[src/rtl/multicycle_control_fsm.sv]
// Multicycle CPU control sequencer: walks fetch/decode/execute/memory/writeback
// states and decodes the datapath control strobes from the current state.
module multicycle_control_fsm (
  input  logic        clk,
  input  logic        reset,
  input  logic [6:0]  Opcode,
  input  logic        mem_ready,
  input  logic        stall,
  output logic        PCWrite,
  output logic        PCWriteCond,
  output logic        PCSource,
  output logic        IorD,
  output logic        MemRead,
  output logic        MemWrite,
  output logic        IRWrite,
  output logic        MemtoReg,
  output logic        RegWrite,
  output logic        ALUSrcA,
  output logic [1:0]  ALUSrcB,
  output logic [1:0]  ALUOp,
  output logic        illegal_op,
  output logic [3:0]  state,
  output logic [31:0] instr_count
);

  typedef enum logic [3:0] {
    FETCH    = 4'd0,
    DECODE   = 4'd1,
    MEM_ADDR = 4'd2,
    MEM_RD   = 4'd3,
    MEM_WB   = 4'd4,
    MEM_WR   = 4'd5,
    EXEC     = 4'd6,
    ALU_WB   = 4'd7,
    BRANCH   = 4'd8,
    IMM_EXEC = 4'd9
  } state_t;

  localparam logic [6:0] OP_LD   = 7'b0000011;
  localparam logic [6:0] OP_SD   = 7'b0100011;
  localparam logic [6:0] OP_RTYP = 7'b0110011;
  localparam logic [6:0] OP_ADDI = 7'b0010011;
  localparam logic [6:0] OP_BEQ  = 7'b1100011;

  state_t      state_reg, state_next;
  logic [31:0] count_reg;
  logic        retire;

  // Next-state logic; retire marks the final step of a completed instruction.
  always_comb begin
    state_next = FETCH;
    retire     = 1'b0;
    case (state_reg)
      FETCH:    state_next = mem_ready ? DECODE : FETCH;
      DECODE: begin
        case (Opcode)
          OP_LD, OP_SD: state_next = MEM_ADDR;
          OP_RTYP:      state_next = EXEC;
          OP_ADDI:      state_next = IMM_EXEC;
          OP_BEQ:       state_next = BRANCH;
          default:      state_next = FETCH;
        endcase
      end
      MEM_ADDR: begin
        if (Opcode == OP_LD)      state_next = MEM_RD;
        else if (Opcode == OP_SD) state_next = MEM_WR;
        else                      state_next = FETCH;
      end
      MEM_RD:   state_next = mem_ready ? MEM_WB : MEM_RD;
      MEM_WB: begin
        state_next = FETCH;
        retire     = 1'b1;
      end
      MEM_WR: begin
        if (mem_ready) begin
          state_next = FETCH;
          retire     = 1'b1;
        end else begin
          state_next = MEM_WR;
        end
      end
      EXEC:     state_next = ALU_WB;
      IMM_EXEC: state_next = ALU_WB;
      ALU_WB: begin
        state_next = FETCH;
        retire     = 1'b1;
      end
      BRANCH: begin
        state_next = FETCH;
        retire     = 1'b1;
      end
      default:  state_next = FETCH;
    endcase
  end

  // Stall freezes both the sequencer and the retired-instruction counter.
  always_ff @(posedge clk or posedge reset) begin
    if (reset) begin
      state_reg <= FETCH;
      count_reg <= 32'd0;
    end else if (!stall) begin
      state_reg <= state_next;
      if (retire)
        count_reg <= count_reg + 32'd1;
    end
  end

  // Control decode; strobes are gated by stall, mux selects are not.
  always_comb begin
    PCWrite     = 1'b0;
    PCWriteCond = 1'b0;
    PCSource    = 1'b0;
    IorD        = 1'b0;
    MemRead     = 1'b0;
    MemWrite    = 1'b0;
    IRWrite     = 1'b0;
    MemtoReg    = 1'b0;
    RegWrite    = 1'b0;
    ALUSrcA     = 1'b0;
    ALUSrcB     = 2'b00;
    ALUOp       = 2'b00;
    illegal_op  = 1'b0;
    case (state_reg)
      FETCH: begin
        MemRead = 1'b1;
        ALUSrcB = 2'b01;
        IRWrite = mem_ready;
        PCWrite = mem_ready;
      end
      DECODE: begin
        ALUSrcB    = 2'b11;
        illegal_op = !(Opcode inside {OP_LD, OP_SD, OP_RTYP, OP_ADDI, OP_BEQ});
      end
      MEM_ADDR, IMM_EXEC: begin
        ALUSrcA = 1'b1;
        ALUSrcB = 2'b10;
      end
      MEM_RD: begin
        MemRead = 1'b1;
        IorD    = 1'b1;
      end
      MEM_WB: begin
        RegWrite = 1'b1;
        MemtoReg = 1'b1;
      end
      MEM_WR: begin
        MemWrite = 1'b1;
        IorD     = 1'b1;
      end
      EXEC: begin
        ALUSrcA = 1'b1;
        ALUOp   = 2'b10;
      end
      ALU_WB:   RegWrite = 1'b1;
      BRANCH: begin
        ALUSrcA     = 1'b1;
        ALUOp       = 2'b01;
        PCWriteCond = 1'b1;
        PCSource    = 1'b1;
      end
      default: ;
    endcase
    if (stall) begin
      PCWrite     = 1'b0;
      PCWriteCond = 1'b0;
      IRWrite     = 1'b0;
      MemRead     = 1'b0;
      MemWrite    = 1'b0;
      RegWrite    = 1'b0;
      illegal_op  = 1'b0;
    end
  end

  assign state       = state_reg;
  assign instr_count = count_reg;

endmodule

[config.mk]
export PLATFORM = sky130hd
export DESIGN_NAME = multicycle_control_fsm
export DESIGN_NICKNAME = d
export VERILOG_FILES = /design/src/rtl/multicycle_control_fsm.sv
export SDC_FILE = /design/constraint.sdc
export NUM_CORES = 1
export LEC_CHECK = 0
export ABC_AREA = 1
export CORE_MARGIN = 2
export CORE_UTILIZATION = 45
export DETAILED_ROUTE_END_ITERATION = 16
export PLACE_DENSITY = 0.74
export SYNTH_ARGS = -nofsm -noshare
export SYNTH_HDL_FRONTEND = slang
export SYNTH_SLANG_ARGS = --single-unit
[constraint.sdc]
create_clock -name clk -period 1.5 [get_ports clk]
set_input_delay 0.3 -clock clk [delete_from_list [all_inputs] [get_ports clk]]
set_output_delay 0.3 -clock clk [all_outputs]
set_load 0.01 [all_outputs]
==> flow_summary.toml, run 1 <==
[finish]
fin_nets = 580
instances_no_fill = 641
largest_register_ffs = 32
area_growth_pct = 67.9
postLayoutCoreUtil = 0.783
antenna_cells = 0
drive_gt1_frac = 0.344
fin_area_sq_um = 4340

[clock_tree]
cts_tree = "yes"
cts.clk_slew.worst_paths_ns = 0.08
cts.htree.levels = 2
numCtsBuffers = 5
root_buffer = "clkbuf_8"
clk_latency_ns = 0.30
clock-sinks = 36
clk_path_buf_depth = 2

[sta]
slew_headroom = 0.776
rsz0062_at_grt = "yes"
fin_worst_skew_ns = 0.00673
drv_slew = 0
worst_slack_ns = -0.288
post-route-period-util = 1.19
hold_violations = 0
tns_ns = -9.71
fmax_mhz = 559
worst_hold_slack_ns = 0.340
setup_viol = 51
worstMarginPinSlew_ns = 0.334
min_period_ns = 1.79

[floorplan]
die_w_microns = 79.8
num_rows = 27
start_util = 0.466
dieArea_sq_um = 6360
die_h_microns = 79.8
core_area_sq_um = 5540
io_pins = 62

[detailed_routing]
ant_nets = 0
drtIter0Drc = 375
wl_per_cell_microns = 15.9
via_count = 3576
first_pass_iters = 6
drc = 0
wl_microns = 10200
viasPerCell = 5.58

[synthesis]
synth_fp_nets = 436
syn_area_per_cell_sq_um = 6.09
ys_seq_elements = 36
syn-cell-area_sq_um = 2580
yosysWarningCount = 0
yosysSeqAreaShare = 0.349
synth_cell_type_count = 21
synth_cells = 424

[critical_path]
path_max_fanout = 4
path_class = "flip-flop to primary output"
cpLargestDelayFamily = "flip-flops"
reg2reg_slack_ns = -0.26
r2r_end = "instr_count[12]$_DFFE_PP0P_"
crit_buf_inv = 4
slowest_stage = "dfrtp_2"
slowest_delay_ns = 0.46
cp.required_ns = 1.20
end_kind = "primary output"
r2r-start = "state[1]$_DFFE_PP0N_"
reg2reg_depth = 10
critical_path.cell_chain = "inv_4 -> nand2_4 -> inv_4 -> nand3_4 -> nand2_4 -> inv_2 -> nand3b_1 -> buf_2"
crit_arrival_ns = 1.49
cp-start-kind = "flip-flop"

[place]
io_buffer_count = 61
placed_cells = 593
dp_slack_ns = -0.536
place_hpwl_microns = 5560
placed_area_sq_um = 3580
gp_congestion = 0.916

[global_routing]
grt_overflow = 0
grt_max_degree = 37
track_usage = 0.275
grt_pass1_wl_microns = 13700
grt_antenna_before_repair = 0
grt_pass1_vias = 3078

[pwr]
power_mw = 2.84
power_density_nw_per_um2 = 655
ir_drop_mv = 0.497
power_leakage_nw = 2.34

[run_status]
violations = "setup timing"
outcome = "finished with violations"

[flow_run]
cap_violations = 0

[min_path]
hold_class = "input pin to asynchronous set/reset pin"
## timing repair
action                                  in CTS  in global routing
hold buffers                                 0                  0
endpoints found under the setup margin      83                 64
resized for setup                          132                100
setup buffers                               38                  6
pin swaps                                   10                 25
gates cloned                                 2                  1
## metal layers
layer | global-route usage | share of wire | up-vias
li1 | - | - | 1591
met5 | 0 | 0 | -
met4 | 0.0949 | 0.042 | 0
met1 | 0.348 | 0.37 | 1635
met2 | 0.478 | 0.49 | 282
met3 | 0.0407 | 0.10 | 68
## power breakdown
group | switching, mW | internal, mW
Combinational | 0.476 | 0.448
Sequential | 0.0977 | 1.07
Clock | 0.374 | 0.375
Total | 0.948 | 1.90
## how the worst max path moves through the flow
stage	from	to	slack (ns)	cells past startpoint
final	state[1]$_DFFE_PP0N_	ALUSrcA	-0.29	8
after global routing	instr_count[0]$_DFFE_PP0P_	instr_count[26]$_DFFE_PP0P_	-0.33	11
after CTS	state[1]$_DFFE_PP0N_	ALUSrcA	-0.22	8
after detailed placement	Opcode[1]	illegal_op	-0.54	9
after global placement	Opcode[3]	illegal_op	-0.50	8
after floorplan	instr_count[0]$_DFFE_PP0P_	instr_count[20]$_DFFE_PP0P_	0.02	10
## cells in the final DEF, fill, tap and decap left out, drive strengths merged
cell,instances
nand2,191
clkdlybuf4s15,1
o21ai,13
clkdlybuf4s50,12
inv,44
buf,103
nand3,28
ha,1
and3,1
nand3b,11
xor2,6
clkbuf,8
nand4,4
nor2,75
dlymetal6s2s,12
dlygate4sd2,18
nor3,5
dfrtp,36
## final cells by class
type	count	area, sq um
Inverter	44	178
Clock buffer	8	90.1
Sequential cell	36	912
Multi-Input combinational cell	335	1730
Fill cell	388	1200
Timing Repair Buffer	146	1340
Tap cell	72	90.1
## worst min-delay path: stages
cell and delay [ns]:
clkdlybuf4s50_1 0.39, inv_1 0.09, buf_12 0.22
## synth_stat cells
library cell  number  area, sq um
nand2_1          187          702
inv_1             39          146
buf_6              4         45.0
nand4_1            4         25.0
o21ai_0            4         20.0
nor2_2             3         18.8
inv_2              5         18.8
nand2_2            4         25.0
dfrtp_1           36          901
nand3_1           27          135
xor2_1             6         52.6
nand3b_1          11         82.6
nor2_4             1         11.3
and3_1             1         6.26
o21ai_1            9         45.0
ha_1               1         12.5
nor3_1             5         25.0
nand3_2            1         10.0
buf_4              4         30.0
nor2_1            71          267
buf_2              1         5.00
## logic make-up (layout without fill, tap and decap cells)
kind of cell,after synthesis,in the layout,synth area share
simple gates,315,315,0.506
buf+inv,53,198,0.0949
flops,36,36,0.349
compound gates,13,13,0.0252
xor+xnor,6,6,0.0203
fa+ha+maj,1,1,0.00484
Note: power is estimated with default switching activity, not from simulation.
==> inputs of run 2 (changes only) <==
--- a/config.mk
+++ b/config.mk
@@ -5,11 +5,10 @@
 export SDC_FILE = /design/constraint.sdc
 export NUM_CORES = 1
 export LEC_CHECK = 0
-export ABC_AREA = 1
 export CORE_MARGIN = 2
 export CORE_UTILIZATION = 45
 export DETAILED_ROUTE_END_ITERATION = 16
-export PLACE_DENSITY = 0.74
+export PLACE_DENSITY = 0.77
 export SYNTH_ARGS = -nofsm -noshare
 export SYNTH_HDL_FRONTEND = slang
 export SYNTH_SLANG_ARGS = --single-unit
==> constraint.sdc (replaced) <==
create_clock -name clk -period 2.1 [get_ports clk]
set_input_delay 0.42 -clock clk [delete_from_list [all_inputs] [get_ports clk]]
set_output_delay 0.42 -clock clk [all_outputs]
set_load 0.01 [all_outputs]
==> run 2 against run 1 <==
The run now ends clean. Synthesized cell count fell by 49%. Die area shrank 20%. Critical path depth decreased by 4. Clock power is 20% lower. First-iteration DRC count shrank 60%. Global-route usage decreased by 5.3 points. Sequential cell count stayed put. Design area fell by 29%. Synthesized area decreased by 21%. Via count fell by 44%. Critical path type unchanged.
==> flow_summary.toml, run 2 <==
[clock_tree]
clk_path_buf_depth = 2
cts_tree = "yes"
clock-sinks = 36
cts.clk_slew.worst_paths_ns = 0.07
cts.htree.levels = 2
numCtsBuffers = 5
root_buffer = "clkbuf_8"
clk_latency_ns = 0.29

[critical_path]
cp-start-kind = "flip-flop"
crit_arrival_ns = 1.66
path_max_fanout = 4
cp.required_ns = 1.68
path_class = "flip-flop to primary output"
end_kind = "primary output"

[place]
placed_area_sq_um = 2900
gp_congestion = 0.802
io_buffer_count = 61
place_hpwl_microns = 3990
dp_slack_ns = -0.182
placed_cells = 350

[sta]
tns_ns = 0
fin_worst_skew_ns = 0.00648
post-route-period-util = 0.990
worst_slack_ns = 0.0201
worst_hold_slack_ns = 0.472
drv_slew = 0
hold_violations = 0
fmax_mhz = 481
slew_headroom = 0.694
setup_viol = 0
worstMarginPinSlew_ns = 0.459
min_period_ns = 2.08

[global_routing]
track_usage = 0.222
grt_pass1_wl_microns = 8900
grt_pass1_vias = 1913
grt_antenna_before_repair = 0
grt_overflow = 0
grt_max_degree = 37

[floorplan]
io_pins = 62
start_util = 0.468
die_h_microns = 71.5
core_area_sq_um = 4380
num_rows = 24
dieArea_sq_um = 5110
die_w_microns = 71.5

[finish]
fin_nets = 322
postLayoutCoreUtil = 0.703
antenna_cells = 0
drive_gt1_frac = 0.186
instances_no_fill = 363
mostFrequentLayoutCell = "clkdlybuf4s50_1"
mostFrequentLayoutCells = "clkdlybuf4s50_1, dfrtp_1, nand2_1, buf_4, xnor2_1"
fin_area_sq_um = 3080
area_growth_pct = 50.3
largest_register_ffs = 32

[synthesis]
yosysTopAreaCell = "dfrtp_1"
yosysWarningCount = 0
synth_commonest_cells = "dfrtp_1, nand2_1, xnor2_1"
syn-cell-area_sq_um = 2050
synth_cell_type_count = 40
synth_cells = 217
ys_seq_elements = 36
yosysTopAreaCellShare = 0.439
synth_ff_type = "dfrtp_1"
synth.most_common_cell = "dfrtp_1"
yosysSeqAreaShare = 0.439
syn_area_per_cell_sq_um = 9.45
synth_edf_count = 0
synth_fp_nets = 229
ys_async_sr_fraction = 1.00
netlist_top_cells_area = "dfrtp_1, xnor2_1, nand2_1"

[detailed_routing]
drtIter0Drc = 151
wl_per_cell_microns = 15.4
first_pass_iters = 4
ant_nets = 0
via_count = 2014
drc = 0
wl_microns = 5590
viasPerCell = 5.55

[flow_run]
cap_violations = 0

[run_status]
outcome = "finished, final reports clean"

[pwr]
power_leakage_nw = 1.38
power_density_nw_per_um2 = 664
power_mw = 2.05
ir_drop_mv = 0.632

[min_path]
hold_class = "flip-flop to flip-flop"
run 2: cell types whose count changed in the layout (fill, tap and decap cells not counted), sizes merged, moves of 8 or more:
cell	before	now
xnor2	0	20
nand3	28	14
nor4	0	9
buf	103	34
nand2	191	30
dlymetal6s2s	12	1
nor2	75	10
inv	44	6
o21ai	13	5
clkdlybuf4s50	12	46
nand3b	11	0
run 2: worst paths after layout:
path                                                  start                     endpoint  slack, ns  cells after the start
worst max-delay path                   state[1]$_DFFE_PP0N_                     PCSource       0.02                      4
worst min-delay path            instr_count[31]$_DFFE_PP0P_  instr_count[31]$_DFFE_PP0P_       0.47                      1
worst max register to register         state[1]$_DFFE_PP0N_  instr_count[30]$_DFFE_PP0P_       0.06                      8
worst min register to register  instr_count[31]$_DFFE_PP0P_  instr_count[31]$_DFFE_PP0P_       0.47                      1
max in group asynchronous                             reset         state[0]$_DFFE_PP0N_       1.22                      3
min in group asynchronous                             reset  instr_count[13]$_DFFE_PP0P_       0.53                      3
run 2: logic make-up (layout without fill, tap and decap cells):
group / after synthesis / after routing / synth area share
AND/OR/NAND/NOR: 110 / 110 / 0.308
adder cells (fa/ha/maj): 1 / 1 / 0.00610
flip-flops: 36 / 36 / 0.439
XOR/XNOR: 31 / 31 / 0.132
AO/OA/AOI/OAI: 23 / 23 / 0.0769
buffers and inverters: 15 / 109 / 0.0329
multiplexers: 1 / 1 / 0.00488
run 2: layout make-up:
class / count / area (sq um)
fill: 346 / 1300
multi-input combinational: 166 / 1110
sequential: 36 / 903
timing repair buffer: 95 / 871
clock buffer: 6 / 72.6
tap: 52 / 65.1
clock inverter: 2 / 35.0
inverter: 6 / 25.0
run 2: worst max-delay path, stage by stage (launching register included):
cell	delay [ns]
dfrtp_2	0.45
buf_4	0.17
nor4b_4	0.32
buf_4	0.16
dlygate4sd2_1	0.27
run 2: per-layer routing:
layer / GRT usage / routed length, microns / vias up
met3: 0.0338 / 300 / 8
li1: - / - / 963
met1: 0.297 / 2390 / 980
met5: 0 / 0 / -
met4: 0.0818 / 93 / 0
met2: 0.366 / 2800 / 63
run 2: timing repair:
action,in CTS,in global routing
setup endpoints to repair,14,6
setup buffers,0,5
hold buffers,0,0
gates resized for setup,20,9
pin swaps,1,2
cloned,0,0
run 2: where the power goes:
part	leakage [nW]	internal, mW	switching (mW)
sequential	0.494	0.737	0.0667
clock	0.0552	0.352	0.247
combinational	0.830	0.337	0.309
==> inputs of run 3 (changes only) <==
==> constraint.sdc (replaced) <==
create_clock -name clk -period 2.1 [get_ports clk]
set_input_delay 0.42 -clock clk [delete_from_list [all_inputs] [get_ports clk]]
set_output_delay 0.42 -clock clk [all_outputs]
set_load 0.02 [all_outputs]
==> run 3 against run 2 <==
Register-to-register slack improved by 0.02 ns. Non-clock buffer count decreased by 1. Via count decreased by 2.0%. Fmax increased by 1.1%. Cell count decreased by 0.55%. Sequential share of layout area increased by 0.35 points. Largest power group unchanged. Sequential power increased by 0.5%. Clock skew decreased by 0.0036 ns. Combinational power increased by 2%. Clock power decreased by 25%. Sequential cell count unchanged.
==> flow_summary.toml, run 3 (synthesis gave the netlist of run 2 again) <==
[sta]
post-route-period-util = 0.980
worstMarginPinSlew_ns = 0.447
drv_slew = 0
min_period_ns = 2.06
worst_slack_ns = 0.0430
hold_violations = 0
fin_worst_skew_ns = 0.00290
slew_headroom = 0.699
fmax_mhz = 486
setup_viol = 0
rsz0062_at_grt = "no"
tns_ns = 0

[detailed_routing]
via_count = 1974
drtIter0Drc = 115
ant_nets = 0
first_pass_iters = 4
wl_microns = 5150
viasPerCell = 5.47
wl_per_cell_microns = 14.3
drc = 0

[global_routing]
grtUsageMet3 = 0.0408
use_met2 = 0.323
grt_max_degree = 37
track_usage = 0.209
grt_antenna_before_repair = 0
gr-max-usage-layer = "met2"
grt_pass1_vias = 1846
grtUsageMet1 = 0.295
grt_overflow = 0
grt_pass1_wl_microns = 8540

[finish]
mostFrequentLayoutCell = "clkdlybuf4s50_1"
nFillCells = 350
antenna_cells = 0
mostFrequentLayoutCells = "clkdlybuf4s50_1, dfrtp_1, buf_4"
area_growth_pct = 48.6
drive_gt1_frac = 0.178
multi_input_area_sq_um = 1130
fin_nets = 321
largest_register_ffs = 32
regArea_sq_um = 903

[floorplan]
die_h_microns = 71.5
die_w_microns = 71.5
core_area_sq_um = 4380
io_pins = 62
start_util = 0.468
dieArea_sq_um = 5110
num_rows = 24

[clock_tree]
cts_tree = "yes"
clk_latency_ns = 0.28
clk_path_buf_depth = 2
clock-sinks = 36
cts.htree.levels = 2
root_buffer = "clkbuf_8"
cts.clk_slew.worst_paths_ns = 0.07
numCtsBuffers = 5

[place]
dp_slack_ns = -0.232
place_hpwl_microns = 3870
gp_congestion = 0.837
io_buffer_count = 61

[critical_path]
reg2reg_slack_ns = 0.08
crit_arrival_ns = 1.64
cpLargestDelayFamily = "buffers and inverters"
cp-start-kind = "input pin"
cp.required_ns = 1.68
slowest_delay_ns = 0.50
path_max_fanout = 5
crit_buf_inv = 2
end_kind = "primary output"
slowest_stage = "clkdlybuf4s50_1"
critical_path.cell_chain = "clkdlybuf4s50_1 -> nor2_1 -> and4_1 -> dlygate4sd2_1"
path_class = "input pin to primary output"

[pwr]
power_density_nw_per_um2 = 627
ir_drop_mv = 0.527
power_leakage_nw = 1.39

[min_path]
hold_class = "flip-flop to flip-flop"

[run_status]
outcome = "finished, final reports clean"

[flow_run]
cap_violations = 0
==> run 3: cell count changes in the layout (fill, tap and decap cells not counted), moves of 2 or more <==
cell,delta
dlygate4sd2_1,-3
nor4_2,-3
nor4_4,+3
clkdlybuf4s15_1,+2
dlygate4sd1_1,+2
==> run 3: final timing paths <==
check	depth (start not counted)	start	to
max	4	stall	IRWrite
min	1	instr_count[31]$_DFFE_PP0P_	instr_count[31]$_DFFE_PP0P_
max reg2reg	8	state[1]$_DFFE_PP0N_	instr_count[8]$_DFFE_PP0P_
min reg2reg	1	instr_count[31]$_DFFE_PP0P_	instr_count[31]$_DFFE_PP0P_
max in group asynchronous	3	reset	state[0]$_DFFE_PP0N_
min in group asynchronous	3	reset	instr_count[16]$_DFFE_PP0P_
==> run 3: report_power, final <==
group          total, mW  leakage, nW  internal, mW  switching [mW]
logic              0.656        0.852         0.309           0.347
clock network      0.447       0.0410         0.225           0.222
registers          0.807        0.494         0.737          0.0704
==> run 3: per-layer routing <==
metal | share of wire | vias to the layer above
met5 | 0 | -
met4 | 0.012 | 0
met3 | 0.049 | 6
met2 | 0.48 | 58
met1 | 0.45 | 952
li1 | - | 958
==> run 3: what timing repair did <==
item | 4_1_cts | 5_1_grt
pin swaps | 0 | 3
setup endpoints to repair | 15 | 10
buffers inserted | 0 | 2
hold buffers | 0 | 0
resized for setup | 17 | 17
==> run 3: layout make-up <==
type	count	area share
clock buffers	6	0.0238
clock inverters	1	0.00164
inverters	6	0.00739
multi-input cells	166	0.372
flip-flops and latches	36	0.297
well taps	52	0.0214
repair buffers	94	0.278
==> run 3: stage by stage <==
step / hold WS (ns) / cells / util / power [mW] / cell area, sq um
global route: 0.488 / 361 / 0.695 / 2.02 / 3050
CTS: 0.481 / 359 / 0.680 / 1.90 / 2980
detailed placement: 0.472 / 352 / 0.665 / 1.47 / 2910
global placement: 0.459 / 352 / 0.665 / 1.47 / 2910
floorplan: 0.574 / 217 / - / 1.14 / 2050
finish: 0.472 / 361 / 0.695 / 1.91 / 3050
